File: src/rtl/uart_clk_div_pkg.sv
// Shared UART clock-path constants: ratio width, bypass codes and the
// prescale-to-ratio mapping so the ratio source and the divider agree.
package uart_clk_div_pkg;

    localparam int RATIO_WIDTH_DEF = 8;

    localparam int RATIO_BYPASS0 = 0;
    localparam int RATIO_BYPASS1 = 1;

    localparam logic [7:0] RATIO_P32 = 8'd1;
    localparam logic [7:0] RATIO_P16 = 8'd2;
    localparam logic [7:0] RATIO_P8  = 8'd4;
    localparam logic [7:0] RATIO_P4  = 8'd8;

    typedef enum logic {
        ST_IDLE = 1'b0,
        ST_RUN  = 1'b1
    } div_state_e;

    // Unsupported prescale values map to bypass.
    function automatic logic [7:0] prescale_to_ratio(input logic [5:0] prescale);
        case (prescale)
            6'd32:   return RATIO_P32;
            6'd16:   return RATIO_P16;
            6'd8:    return RATIO_P8;
            6'd4:    return RATIO_P4;
            default: return 8'(RATIO_BYPASS0);
        endcase
    endfunction

endpackage

File: src/rtl/uart_clk_div_if.sv
// Ratio/enable request and divided-clock outputs of the UART TX clock divider.
interface uart_clk_div_if #(
    parameter int RATIO_WIDTH = 8
);

    logic                   clk_en;
    logic [RATIO_WIDTH-1:0] DIV_Ratio;
    logic                   div_clk;
    logic                   div_tick;

    modport master (
        output clk_en,
        output DIV_Ratio,
        input  div_clk,
        input  div_tick
    );

    modport slave (
        input  clk_en,
        input  DIV_Ratio,
        output div_clk,
        output div_tick
    );

endinterface

File: src/rtl/uart_clk_div.sv
// Integer clock divider: produces the TX bit-rate clock from CLK using a ratio
// latched only at period boundaries, plus a same-domain start-of-period tick.
module uart_clk_div
    import uart_clk_div_pkg::*;
#(
    parameter int RATIO_WIDTH = RATIO_WIDTH_DEF
) (
    input  logic          CLK,
    input  logic          RST,
    uart_clk_div_if.slave bus
);

    div_state_e             state, state_n;
    logic [RATIO_WIDTH-1:0] cnt, cnt_n;
    logic [RATIO_WIDTH-1:0] ratio_q, ratio_n;
    logic                   div_q, div_n;

    logic                   running;
    logic                   ratio_ok;
    logic                   last;
    logic [RATIO_WIDTH-1:0] half;
    logic [RATIO_WIDTH-1:0] cnt_inc;

    assign running  = (state == ST_RUN);
    assign ratio_ok = (bus.DIV_Ratio != RATIO_WIDTH'(RATIO_BYPASS0)) &&
                      (bus.DIV_Ratio != RATIO_WIDTH'(RATIO_BYPASS1));
    assign half     = ratio_q >> 1;
    assign cnt_inc  = cnt + RATIO_WIDTH'(1);
    // ratio_q >= 2 whenever running, so ratio_q-1 cannot wrap.
    assign last     = (cnt == ratio_q - RATIO_WIDTH'(1));

    always_ff @(posedge CLK) begin
        if (!RST) begin
            state   <= ST_IDLE;
            cnt     <= '0;
            ratio_q <= '0;
            div_q   <= 1'b0;
        end else begin
            state   <= state_n;
            cnt     <= cnt_n;
            ratio_q <= ratio_n;
            div_q   <= div_n;
        end
    end

    always_comb begin
        state_n = state;
        cnt_n   = cnt;
        ratio_n = ratio_q;
        div_n   = div_q;
        case (state)
            ST_IDLE: begin
                if (bus.clk_en && ratio_ok) begin
                    state_n = ST_RUN;
                    ratio_n = bus.DIV_Ratio;
                    cnt_n   = '0;
                    div_n   = 1'b1;
                end
            end
            ST_RUN: begin
                if (!bus.clk_en) begin
                    state_n = ST_IDLE;
                    cnt_n   = '0;
                    div_n   = 1'b0;
                end else if (last) begin
                    // New ratio is only accepted here, so periods are never cut short.
                    if (ratio_ok) begin
                        ratio_n = bus.DIV_Ratio;
                        cnt_n   = '0;
                        div_n   = 1'b1;
                    end else begin
                        state_n = ST_IDLE;
                        cnt_n   = '0;
                        div_n   = 1'b0;
                    end
                end else begin
                    cnt_n = cnt_inc;
                    div_n = (cnt_inc < half);
                end
            end
            default: begin
                state_n = ST_IDLE;
                cnt_n   = '0;
                div_n   = 1'b0;
            end
        endcase
    end

    // Bypass passes the reference clock straight through.
    assign bus.div_clk  = running ? div_q : CLK;
    assign bus.div_tick = running && (cnt == '0);

endmodule
File: src/flat_wrapper.sv
// flat-port wrapper written by rule: the top's interface ports become plain ports
module uart_clk_div_flat import uart_clk_div_pkg::*;
#(
    parameter int RATIO_WIDTH = RATIO_WIDTH_DEF
)
  (CLK, RST, bus_clk_en, bus_DIV_Ratio, bus_div_clk, bus_div_tick);
  uart_clk_div_if #(.RATIO_WIDTH(RATIO_WIDTH)) bus_i ();
  input  logic CLK;
  input  logic RST;
  input wire logic [$bits(bus_i.clk_en)-1:0] bus_clk_en;
  input wire logic [$bits(bus_i.DIV_Ratio)-1:0] bus_DIV_Ratio;
  output wire logic [$bits(bus_i.div_clk)-1:0] bus_div_clk;
  output wire logic [$bits(bus_i.div_tick)-1:0] bus_div_tick;
  assign bus_i.clk_en = bus_clk_en;
  assign bus_i.DIV_Ratio = bus_DIV_Ratio;
  assign bus_div_clk = bus_i.div_clk;
  assign bus_div_tick = bus_i.div_tick;
  uart_clk_div #(.RATIO_WIDTH(RATIO_WIDTH)) u_core (.CLK(CLK), .RST(RST), .bus(bus_i));
endmodule
File: config.mk
export PLATFORM = sky130hd
export DESIGN_NAME = uart_clk_div_flat
export DESIGN_NICKNAME = d
export VERILOG_FILES = /design/src/rtl/uart_clk_div_pkg.sv /design/src/rtl/uart_clk_div_if.sv /design/src/rtl/uart_clk_div.sv /design/src/flat_wrapper.sv
export SDC_FILE = /design/constraint.sdc
export NUM_CORES = 1
export LEC_CHECK = 0
export ABC_AREA = 1
export BUFFER_PORTS_ARGS = -buffer_cell sky130_fd_sc_hd__buf_2
export CAP_MARGIN = 5
export CORE_MARGIN = 3
export CORE_UTILIZATION = 40
export CTS_BUF_LIST = sky130_fd_sc_hd__clkbuf_8
export DETAILED_ROUTE_END_ITERATION = 6
export MAX_ROUTING_LAYER = met4
export PLACE_DENSITY = 0.59
export SETUP_SLACK_MARGIN = 0.4
export SLEW_MARGIN = 20
export SYNTH_ARGS = -nofsm -noshare
export SYNTH_HDL_FRONTEND = slang
export SYNTH_SLANG_ARGS = --single-unit
File: constraint.sdc
create_clock -name CLK -period 2.1 [get_ports CLK]
set_input_delay 0 -clock CLK [delete_from_list [all_inputs] [get_ports CLK]]
set_output_delay 0 -clock CLK [all_outputs]
set_load 0.005 [all_outputs]
; ---- Yosys cells after proc, flatten, opt, wreduce, memory -nomap -nowiden
; Index checks and enable logic that the tools add are counted.
; W data, S select, Z words.
[op_classes]
reduce_logical = 6
add_sub_neg = 2
n_eq_ne = 6
n_bitwise = 1
order_cmp = 1
muxes = 19
[op_table]
columns = op, n
row1 = $mux W8, 7
row2 = $pmux W8 S2, 2
row3 = $add A8 B1 Y8 const B, 1
row4 = $eq A8 B8 Y1, 1
row5 = $logic_not A8 Y1, 1
row6 = $lt A8 B7 Y1, 1
row7 = $mux W1, 8
row8 = $ne A8 B1 Y1 const B, 1
row9 = $reduce_bool A8 Y1, 1
row10 = $sub A8 B1 Y8 const B, 1
row11 = $ne A2 B2 Y1 const B, 3
row12 = $pmux W1 S2, 2
row13 = $reduce_and A4 Y1, 1
row14 = $logic_and A1 B1 Y1, 3
row15 = $ne A2 B1 Y1 const B, 1
row16 = $not A1 Y1, 1
[totals]
wordCells = 39
in_bits = 11
output_inout_bits = 2
ff_bits = 18

; ---- Depth between registers and ports, before layout
; Gate-level depths: netlist (run 1).
[depth]
ltp_word = 6
depth_mapped = 16
mapped_depth_nobuf = 16

==> flow_metrics.py, run 1 <==
metrics = {
    "run_status": {
        "status": "finished with violations",
        "violations": "hold timing",
    },
    "sta": {
        "setup_tns_ps": 0,
        "fin_skew_ps": 1.81,
        "finalMaxSlewViolations": 0,
        "maxSlewHeadroom_pct": 60.6,
        "finalWorstSetupSlack_ps": 241,
        "final.period_utilization_pct": 88.5,
        "rsz0062_at_grt": "true",
        "finalSetupViolCount": 0,
        "worst_slew_pin_slew_ps": 591,
        "max_freq_mhz": 538,
        "hold_ws_ps": -10.6,
        "layout_min_cycle_time_ps": 1860,
        "hold_viol": 4,
    },
    "yosys": {
        "synth_top_area_share_pct": 25.2,
        "yosysTopAreaCell": "dfxtp_1",
        "synth_cell_types": 21,
        "ys_seq_area_share_pct": 25.2,
        "synthAdderAreaFrac_pct": 7.87,
        "syn-num-nets": 254,
        "synth_compound_area_share_pct": 9.45,
        "synthMuxAreaShare_pct": 0,
        "postSynthAreaPerCell_um2": 6.11,
        "synth-seq-cells": 18,
        "ys_warn_count": 0,
        "mappedNetlistArea_um2": 1430,
        "synth_area_leaders": "dfxtp_1 25%, nand2_1 18%, inv_1 10%, a21oi_1 8.0%, ha_1 7.9%",
        "yosys.area_share.simple_pct": 39.2,
        "synthCells": 234,
        "synth_xor_xnor_area_share_pct": 4.81,
        "synth_top_family_by_area": "simple AND/OR/NAND/NOR gates",
    },
    "global_route": {
        "grt_max_degree": 17,
        "gr-usage-all-layers_pct": 20.9,
        "grt_antenna_before_repair": 0,
        "grt_pass1_wl_mm": 6.62,
        "grt_pass1_vias": 1447,
        "grt.overflow.total": 0,
    },
    "power": {
        "pwr-share-seq_pct": 34.2,
        "power_uw": 1120,
        "internal_power_uw": 764,
        "power.density_nw_per_um2": 525,
        "power_frac_clock_pct": 41.8,
        "p_sw_uw": 352,
        "p_comb_share_pct": 24.0,
        "switching_share_pct": 31.6,
        "p_leak_uw": 0.00101,
        "peakVddDrop_mv": 0.613,
    },
    "worst_setup_path": {
        "crit_top_cell": "buf_6",
        "cp_max_fo": 5,
        "crit_chain": "nand3_4, nor2_4, xor2_2, buf_4, buf_6, buf_6, buf_6, buf_6, buf_6, buf_6, nand4_1, a21oi_1",
        "crit_start": "u_core.cnt[0]",
        "reg2reg_from": "u_core.cnt[0]",
        "worst-setup-path-type": "reg -> reg",
        "cp-start-kind": "register",
        "cp.arrival_ps": 2160,
        "slowest_stage": "dfxtp_4",
        "endpoint_kind": "register",
        "critPathRequiredTime_ps": 2400,
        "critical_path.max_stage_delay_ps": 410,
    },
    "detailed_routing": {
        "drc_errors": 0,
        "vias": 1682,
        "routedWlPerCell_um": 13.9,
        "vias_per_cell": 5.24,
        "ant_nets": 0,
        "routed_wl_mm": 4.46,
        "drt_iter0_drc": 127,
        "drt_pass1_iterations": 4,
    },
    "cells_and_area": {
        "utilization_pct": 62.7,
        "nNetsFinal": 296,
        "area_delta_synth_final_pct": 48.6,
        "drive_above_1_share_pct": 31.3,
        "multi_input_comb_area_um2": 1100,
        "register_area_um2": 382,
        "nFillCells": 287,
        "insertedDiodeCount": 0,
    },
    "die": {
        "ioPinCount": 13,
        "die_y_um": 65.8,
        "core_area_um2": 3390,
        "rows": 21,
        "die-area_um2": 4330,
        "chipWidth_um": 65.8,
        "initial_utilization_pct": 42.2,
    },
    "clock_tree": {
        "cts_tree": "built",
        "clk_pin_slew_ps": 70,
        "clock_latency_ps": 360,
    },
    "placement": {
        "dpl.hpwl_mm": 2.61,
        "post-place-ws_ps": 240,
        "gp_congestion": 0.877,
        "port_buffers": 12,
    },
    "min_path": {
        "min_from": "bus_clk_en",
        "hp-class": "in -> reg",
    },
    "run": {
        "max-cap-violations": 0,
    },
}
[cell type report]
class / count / area share (%)
Tap cell: 46 / 2.71
Sequential cell: 18 / 18.0
Multi-Input combinational cell: 171 / 51.7
Clock buffer: 8 / 4.77
Inverter: 40 / 7.60
Timing Repair Buffer: 38 / 15.3
[through the flow]
step	area, µm²	std cells
floorplan	1460	234
global placement	1550	289
detailed placement	1550	289
CTS	1900	314
global route	2120	321
finish	2120	321
[repair_timing]
item	in CTS	in global routing
pin swaps	11	15
hold endpoints to repair	13	1
setup endpoints to repair	16	16
gates resized for setup	25	34
gates cloned	0	1
setup buffers	8	5
hold buffers	10	1
[cells in the mapped netlist]
master,instances
xnor2_1,2
nand2_4,1
nor3_1,1
nand3_1,19
clkbuf_1,2
xor2_1,4
nand3_4,1
a21oi_1,23
dfxtp_1,18
nand4_1,12
xor2_2,1
buf_12,1
nor2_1,22
inv_2,2
inv_1,38
o21ai_0,4
nand2_1,68
clkbuf_2,1
buf_2,2
ha_1,9
nor2_2,3
[cells in the final DEF, fill, tap and decap left out]
cell / n
dfxtp_2: 2
ha_4: 5
a21oi_1: 19
dfxtp_4: 5
clkinvlp_4: 1
inv_6: 1
nor2_2: 3
dlygate4sd3_1: 11
a21oi_2: 4
inv_4: 1
buf_6: 7
nand2_8: 1
buf_12: 1
nand4_1: 12
dfxtp_1: 11
ha_1: 4
xor2_2: 2
inv_2: 7
nand2_4: 2
nand2_2: 1
xor2_4: 1
xor2_1: 2
inv_1: 30
nand3_2: 9
nor2_1: 18
nor2_4: 4
nand2_1: 66
o21ai_0: 4
clkbuf_8: 7
nand3_4: 2
nor3_1: 1
xnor2_1: 2
buf_4: 8
nand3_1: 9
buf_2: 12
[power by group through the flow]
stage | Combinational [µW] | Clock (µW) | Sequential (µW)
global route | 300 | 503 | 384
floorplan | 174 | 14.4 | 382
global placement | 216 | 25.6 | 389
detailed placement | 214 | 25.6 | 388
finish | 268 | 466 | 382
CTS | 237 | 476 | 379
[flip-flops by register name, indices dropped and copies added, names as in the netlist]
name            count
u_core.running      1
u_core.cnt          8
u_core.ratio_q      8
u_core.div_q        1
[final timing paths]
kind	slack [ps]	depth (start not counted)	to
worst max-delay path	240	12	u_core.cnt[5]
worst min-delay path	-10	3	u_core.cnt[3]
worst max register to register	240	12	u_core.cnt[5]
worst min register to register	520	2	u_core.ratio_q[1]
[layer usage]
layer | up-vias | GRT usage (%) | share of wire [%]
met3 | 11 | 3.74 | 4.7
met2 | 56 | 31.5 | 49
met5 | - | - | 0
met4 | 0 | 11.4 | 2.1
met1 | 788 | 26.4 | 44
li1 | 827 | - | -
[cells by family (layout without fill, tap and decap cells)]
kind of cell,after synthesis,after routing
flip-flops,18,18
AO/OA/AOI/OAI,27,27
AND/OR/NAND/NOR,127,128
buffers and inverters,46,86
adder cells (fa/ha/maj),9,9
XOR/XNOR,7,7
[critical path, delay by kind of cell, from the launching register on]
| family | cells | cell delay (ps) |
|---|---|---|
| AOI/OAI and AO/OA | 1 | 140 |
| xor gates and xnor gates | 1 | 220 |
| DFF | 1 | 410 |
| buffers and inverters | 7 | 650 |
| and+or+nand+nor | 3 | 370 |
(Power assumes the default switching activity.)
==> inputs of run 2 (changes only) <==
--- a/config.mk
+++ b/config.mk
@@ -14,2 +14,3 @@
 export DETAILED_ROUTE_END_ITERATION = 6
+export GPL_TIMING_DRIVEN = 0
 export MAX_ROUTING_LAYER = met4
==> constraint.sdc (replaced) <==
create_clock -name CLK -period 2.1 [get_ports CLK]
set_input_delay 0.21 -clock CLK [delete_from_list [all_inputs] [get_ports CLK]]
set_output_delay 0.21 -clock CLK [all_outputs]
set_load 0.005 [all_outputs]
==> flow_metrics.py, run 2 (synthesized netlist as in run 1, its figures left out) <==
metrics = {
    "detailed_routing": {
        "routed_wl_mm": 3.78,
        "drt_pass1_iterations": 4,
        "drt_iter0_drc": 72,
        "ant_nets": 0,
        "vias": 1516,
        "vias_per_cell": 4.89,
        "routedWlPerCell_um": 12.2,
        "drc_errors": 0,
    },
    "worst_setup_path": {
        "worst-setup-path-type": "reg -> reg",
        "cp_max_fo": 5,
        "cp.arrival_ps": 2090,
        "cp-start-kind": "register",
        "critPathRequiredTime_ps": 2400,
        "endpoint_kind": "register",
    },
    "placement": {
        "port_buffers": 11,
        "dpl.hpwl_mm": 2.66,
        "place_area_um2": 1570,
        "gp_congestion": 0.834,
    },
    "clock_tree": {
        "cts_tree": "built",
        "clk_pin_slew_ps": 70,
        "clock_latency_ps": 360,
        "hold_buffers": 0,
    },
    "cells_and_area": {
        "utilization_pct": 55.7,
        "final_area_um2": 1890,
        "insertedDiodeCount": 0,
        "drive_above_1_share_pct": 27.7,
        "reg.largest.list": "u_core.cnt (8), u_core.ratio_q (8)",
        "area_delta_synth_final_pct": 31.9,
        "mostFrequentLayoutCells": "63 x nand2_1, 34 x inv_1, 20 x nor2_1",
        "nFillCells": 363,
        "nNetsFinal": 285,
        "mostFrequentLayoutCell": "nand2_1",
        "multi_input_comb_area_um2": 997,
        "register_area_um2": 382,
    },
    "die": {
        "die-area_um2": 4330,
        "rows": 21,
        "initial_utilization_pct": 42.2,
        "core_area_um2": 3390,
        "chipWidth_um": 65.8,
        "die_y_um": 65.8,
        "ioPinCount": 13,
    },
    "sta": {
        "final.period_utilization_pct": 85.5,
        "hold_viol": 0,
        "max_freq_mhz": 557,
        "fin_skew_ps": 6.46,
        "rsz0062_at_grt": "true",
        "finalMaxSlewViolations": 0,
        "worst_slew_pin_slew_ps": 385,
        "maxSlewHeadroom_pct": 74.3,
        "finalSetupViolCount": 0,
        "layout_min_cycle_time_ps": 1800,
        "setup_tns_ps": 0,
    },
    "global_route": {
        "grt.overflow.total": 0,
        "grt_antenna_before_repair": 0,
        "grt_pass1_wl_mm": 6.20,
        "gr-usage-all-layers_pct": 19.6,
        "grt_max_degree": 11,
        "grt_pass1_vias": 1321,
    },
    "run": {
        "max-cap-violations": 0,
    },
    "power": {
        "peakVddDrop_mv": 0.454,
        "power_uw": 1110,
        "p_leak_uw": 0.000941,
        "power.density_nw_per_um2": 586,
    },
    "min_path": {
        "hp-class": "in -> reg",
    },
    "run_status": {
        "status": "finished, final reports clean",
    },
}
## run 2: per-stage QoR
step / setup WS [ps] / hold slack, ps / cells
final: 304 / 159 / 310
after CTS: 294 / 156 / 305
after global routing: 145 / 167 / 310
after detailed placement: 151 / 374 / 291
after floorplan: 401 / 301 / 234
after global placement: 159 / 374 / 291
## run 2: where the power goes
group | internal (µW) | switching (µW) | leakage, µW | total [µW]
clock | 314 | 171 | 0.0000627 | 485
combinational | 95.1 | 148 | 0.000726 | 243
sequential | 354 | 24.6 | 0.000152 | 379
total | 763 | 343 | 0.000941 | 1110
## run 2: layer usage
layer	vias up	track usage [%]	routed length [µm]
met2	30	26.4	1690
met4	0	11.7	85
met5	-	-	0
met1	674	27.3	1860
met3	8	3.23	144
li1	804	-	-
## run 2: critical path, stage by stage (launching register included)
cell,delay [ps]
dfxtp_4,400
inv_1,90
ha_4,280
ha_1,220
nand2_1,60
nand2_1,50
nand2_1,70
nand2_2,60
nand2_1,60
nand2_1,50
nand2_1,60
nand2_1,60
nand2_1,70
nand3_2,70
a21oi_2,130
## run 2: layout make-up
| cell class | instances | share of cell area [%] |
|---|---|---|
| Sequential cell | 18 | 20.2 |
| Clock buffer | 8 | 5.44 |
| Buffer | 6 | 2.45 |
| Inverter | 40 | 8.36 |
| Timing Repair Buffer | 22 | 7.63 |
| Multi-Input combinational cell | 170 | 52.9 |
| Tap cell | 46 | 3.05 |
## run 2: what timing repair did
item,in CTS,in global routing
endpoints found under the setup margin,13,20
resized for setup,19,23
pin swaps,3,11
hold endpoints to repair,0,0
setup buffers,7,5
## run 2: worst paths after layout
path	start	end	slack, ps	cells after the start
hold reg to reg	u_core.cnt[4]	u_core.cnt[4]	500	2
setup reg to reg	u_core.cnt[1]	u_core.div_q	300	14
setup / recovery	u_core.cnt[1]	u_core.div_q	300	14
hold / removal	bus_DIV_Ratio[0]	u_core.ratio_q[0]	160	5
==> inputs of run 3 (changes only) <==
- CORE_UTILIZATION: 40 -> 50
- PLACE_DENSITY: 0.59 -> 0.71
==> flow_metrics.py, run 3 (synthesized netlist as in run 1, its figures left out) <==
metrics = {
    "sta": {
        "finalWorstSetupSlack_ps": 233,
        "maxSlewHeadroom_pct": 70.8,
        "worst_slew_pin_slew_ps": 439,
        "final.period_utilization_pct": 88.9,
        "max_freq_mhz": 536,
        "setup_tns_ps": 0,
        "finalMaxSlewViolations": 0,
        "finalSetupViolCount": 0,
        "fin_skew_ps": 3.87,
        "hold_viol": 0,
        "rsz0062_at_grt": "true",
        "layout_min_cycle_time_ps": 1870,
    },
    "worst_setup_path": {
        "endpoint_kind": "register",
        "worst-setup-path-type": "reg -> reg",
        "critPathRequiredTime_ps": 2400,
        "cp_max_fo": 4,
        "crit_start": "u_core.cnt[0]",
        "cp.arrival_ps": 2170,
        "cp-start-kind": "register",
        "reg2reg_from": "u_core.cnt[0]",
    },
    "detailed_routing": {
        "drt_pass1_iterations": 4,
        "vias": 1582,
        "routedWlPerCell_um": 14.1,
        "ant_nets": 0,
        "drc_errors": 0,
        "vias_per_cell": 5.31,
        "routed_wl_mm": 4.19,
        "drt_iter0_drc": 131,
    },
    "run_status": {
        "status": "finished, final reports clean",
    },
    "cells_and_area": {
        "insertedDiodeCount": 0,
        "reg.largest.list": "u_core.cnt (8), u_core.ratio_q (8)",
        "nFillCells": 194,
        "register_area_um2": 384,
        "mostFrequentLayoutCells": "63 x nand2_1, 31 x inv_1, 19 x nor2_1",
        "mostFrequentLayoutCell": "nand2_1",
        "fin_cells": 298,
        "multi_input_comb_area_um2": 1070,
        "area_delta_synth_final_pct": 39.8,
        "nNetsFinal": 289,
        "drive_above_1_share_pct": 34.3,
    },
    "clock_tree": {
        "cts_tree": "built",
        "clock_latency_ps": 370,
        "hold_buffers": 0,
        "clk_pin_slew_ps": 70,
    },
    "placement": {
        "dpl.hpwl_mm": 2.57,
        "port_buffers": 11,
        "placed_cells": 275,
        "post-place-ws_ps": 143,
        "gp_congestion": 0.837,
    },
    "global_route": {
        "grt_pass1_wl_mm": 6.72,
        "grt.overflow.total": 0,
        "grt_antenna_before_repair": 0,
        "gr-usage-all-layers_pct": 26.9,
        "grt_max_degree": 11,
        "grt_pass1_vias": 1478,
    },
    "die": {
        "rows": 18,
        "die-area_um2": 3540,
        "core_area_um2": 2590,
        "ioPinCount": 13,
        "chipWidth_um": 59.5,
        "initial_utilization_pct": 55.2,
        "die_y_um": 59.5,
    },
    "power": {
        "power.density_nw_per_um2": 590,
        "p_leak_uw": 0.000983,
        "peakVddDrop_mv": 0.599,
        "power_uw": 1180,
    },
    "run": {
        "max-cap-violations": 0,
    },
    "min_path": {
        "min_from": "bus_DIV_Ratio[0]",
        "hp-class": "in -> reg",
    },
}
## run 3: critical path: stages, from the launching register on
cell	delay [ps]
dfxtp_4	380
ha_4	180
nand2_4	70
inv_4	50
a21oi_2	180
a21oi_2	60
ha_1	290
nand2_1	60
inv_1	30
nand2_1	50
nand2_1	50
nand2_1	50
nand2_1	50
nand2_1	80
nand3_2	70
a21oi_2	150
## run 3: worst paths after layout
path | end | slack, ps | cells past startpoint
setup / recovery | u_core.div_q | 230 | 15
hold / removal | u_core.ratio_q[0] | 170 | 5
setup reg to reg | u_core.div_q | 230 | 15
hold reg to reg | u_core.ratio_q[3] | 530 | 2
## run 3: area by class of cell
cell class              instances  share of cell area (%)
inverters                      40                    7.88
well taps                      30                    1.88
plain buffers                   6                    2.32
clock buffers                   8                    5.19
repair buffers                 26                    9.89
multi-input cells             170                    53.6
flip-flops and latches         18                    19.2
## run 3: power breakdown
group / total [µW] / internal [µW] / leakage, µW / switching [µW]
Clock: 522 / 331 / 0.0000659 / 191
Sequential: 382 / 356 / 0.000153 / 26.3
Combinational: 276 / 114 / 0.000764 / 162
Total: 1180 / 800 / 0.000983 / 380
## run 3: timing repair
action                     in CTS  in global routing
gates cloned                    1                  0
buffers inserted               13                  2
pin swaps                      11                 12
gates resized for setup        27                 36
setup endpoints to repair      21                 20
## run 3: through the flow
step                      hold WS, ps  instance area, µm²  util [%]
after CTS                         156                1850      71.4
after floorplan                   301                1460         -
after global placement            374                1550      59.8
after detailed placement          374                1550      59.8
final                             166                2000      77.2
after global routing              218                2000      77.2
## run 3: metal layers
| layer | GRT usage, % | share of wire (%) |
|---|---|---|
| met1 | 35.0 | 44 |
| met2 | 37.8 | 47 |
| met3 | 4.79 | 5.7 |
| met4 | 17.5 | 2.9 |
| met5 | - | 0 |
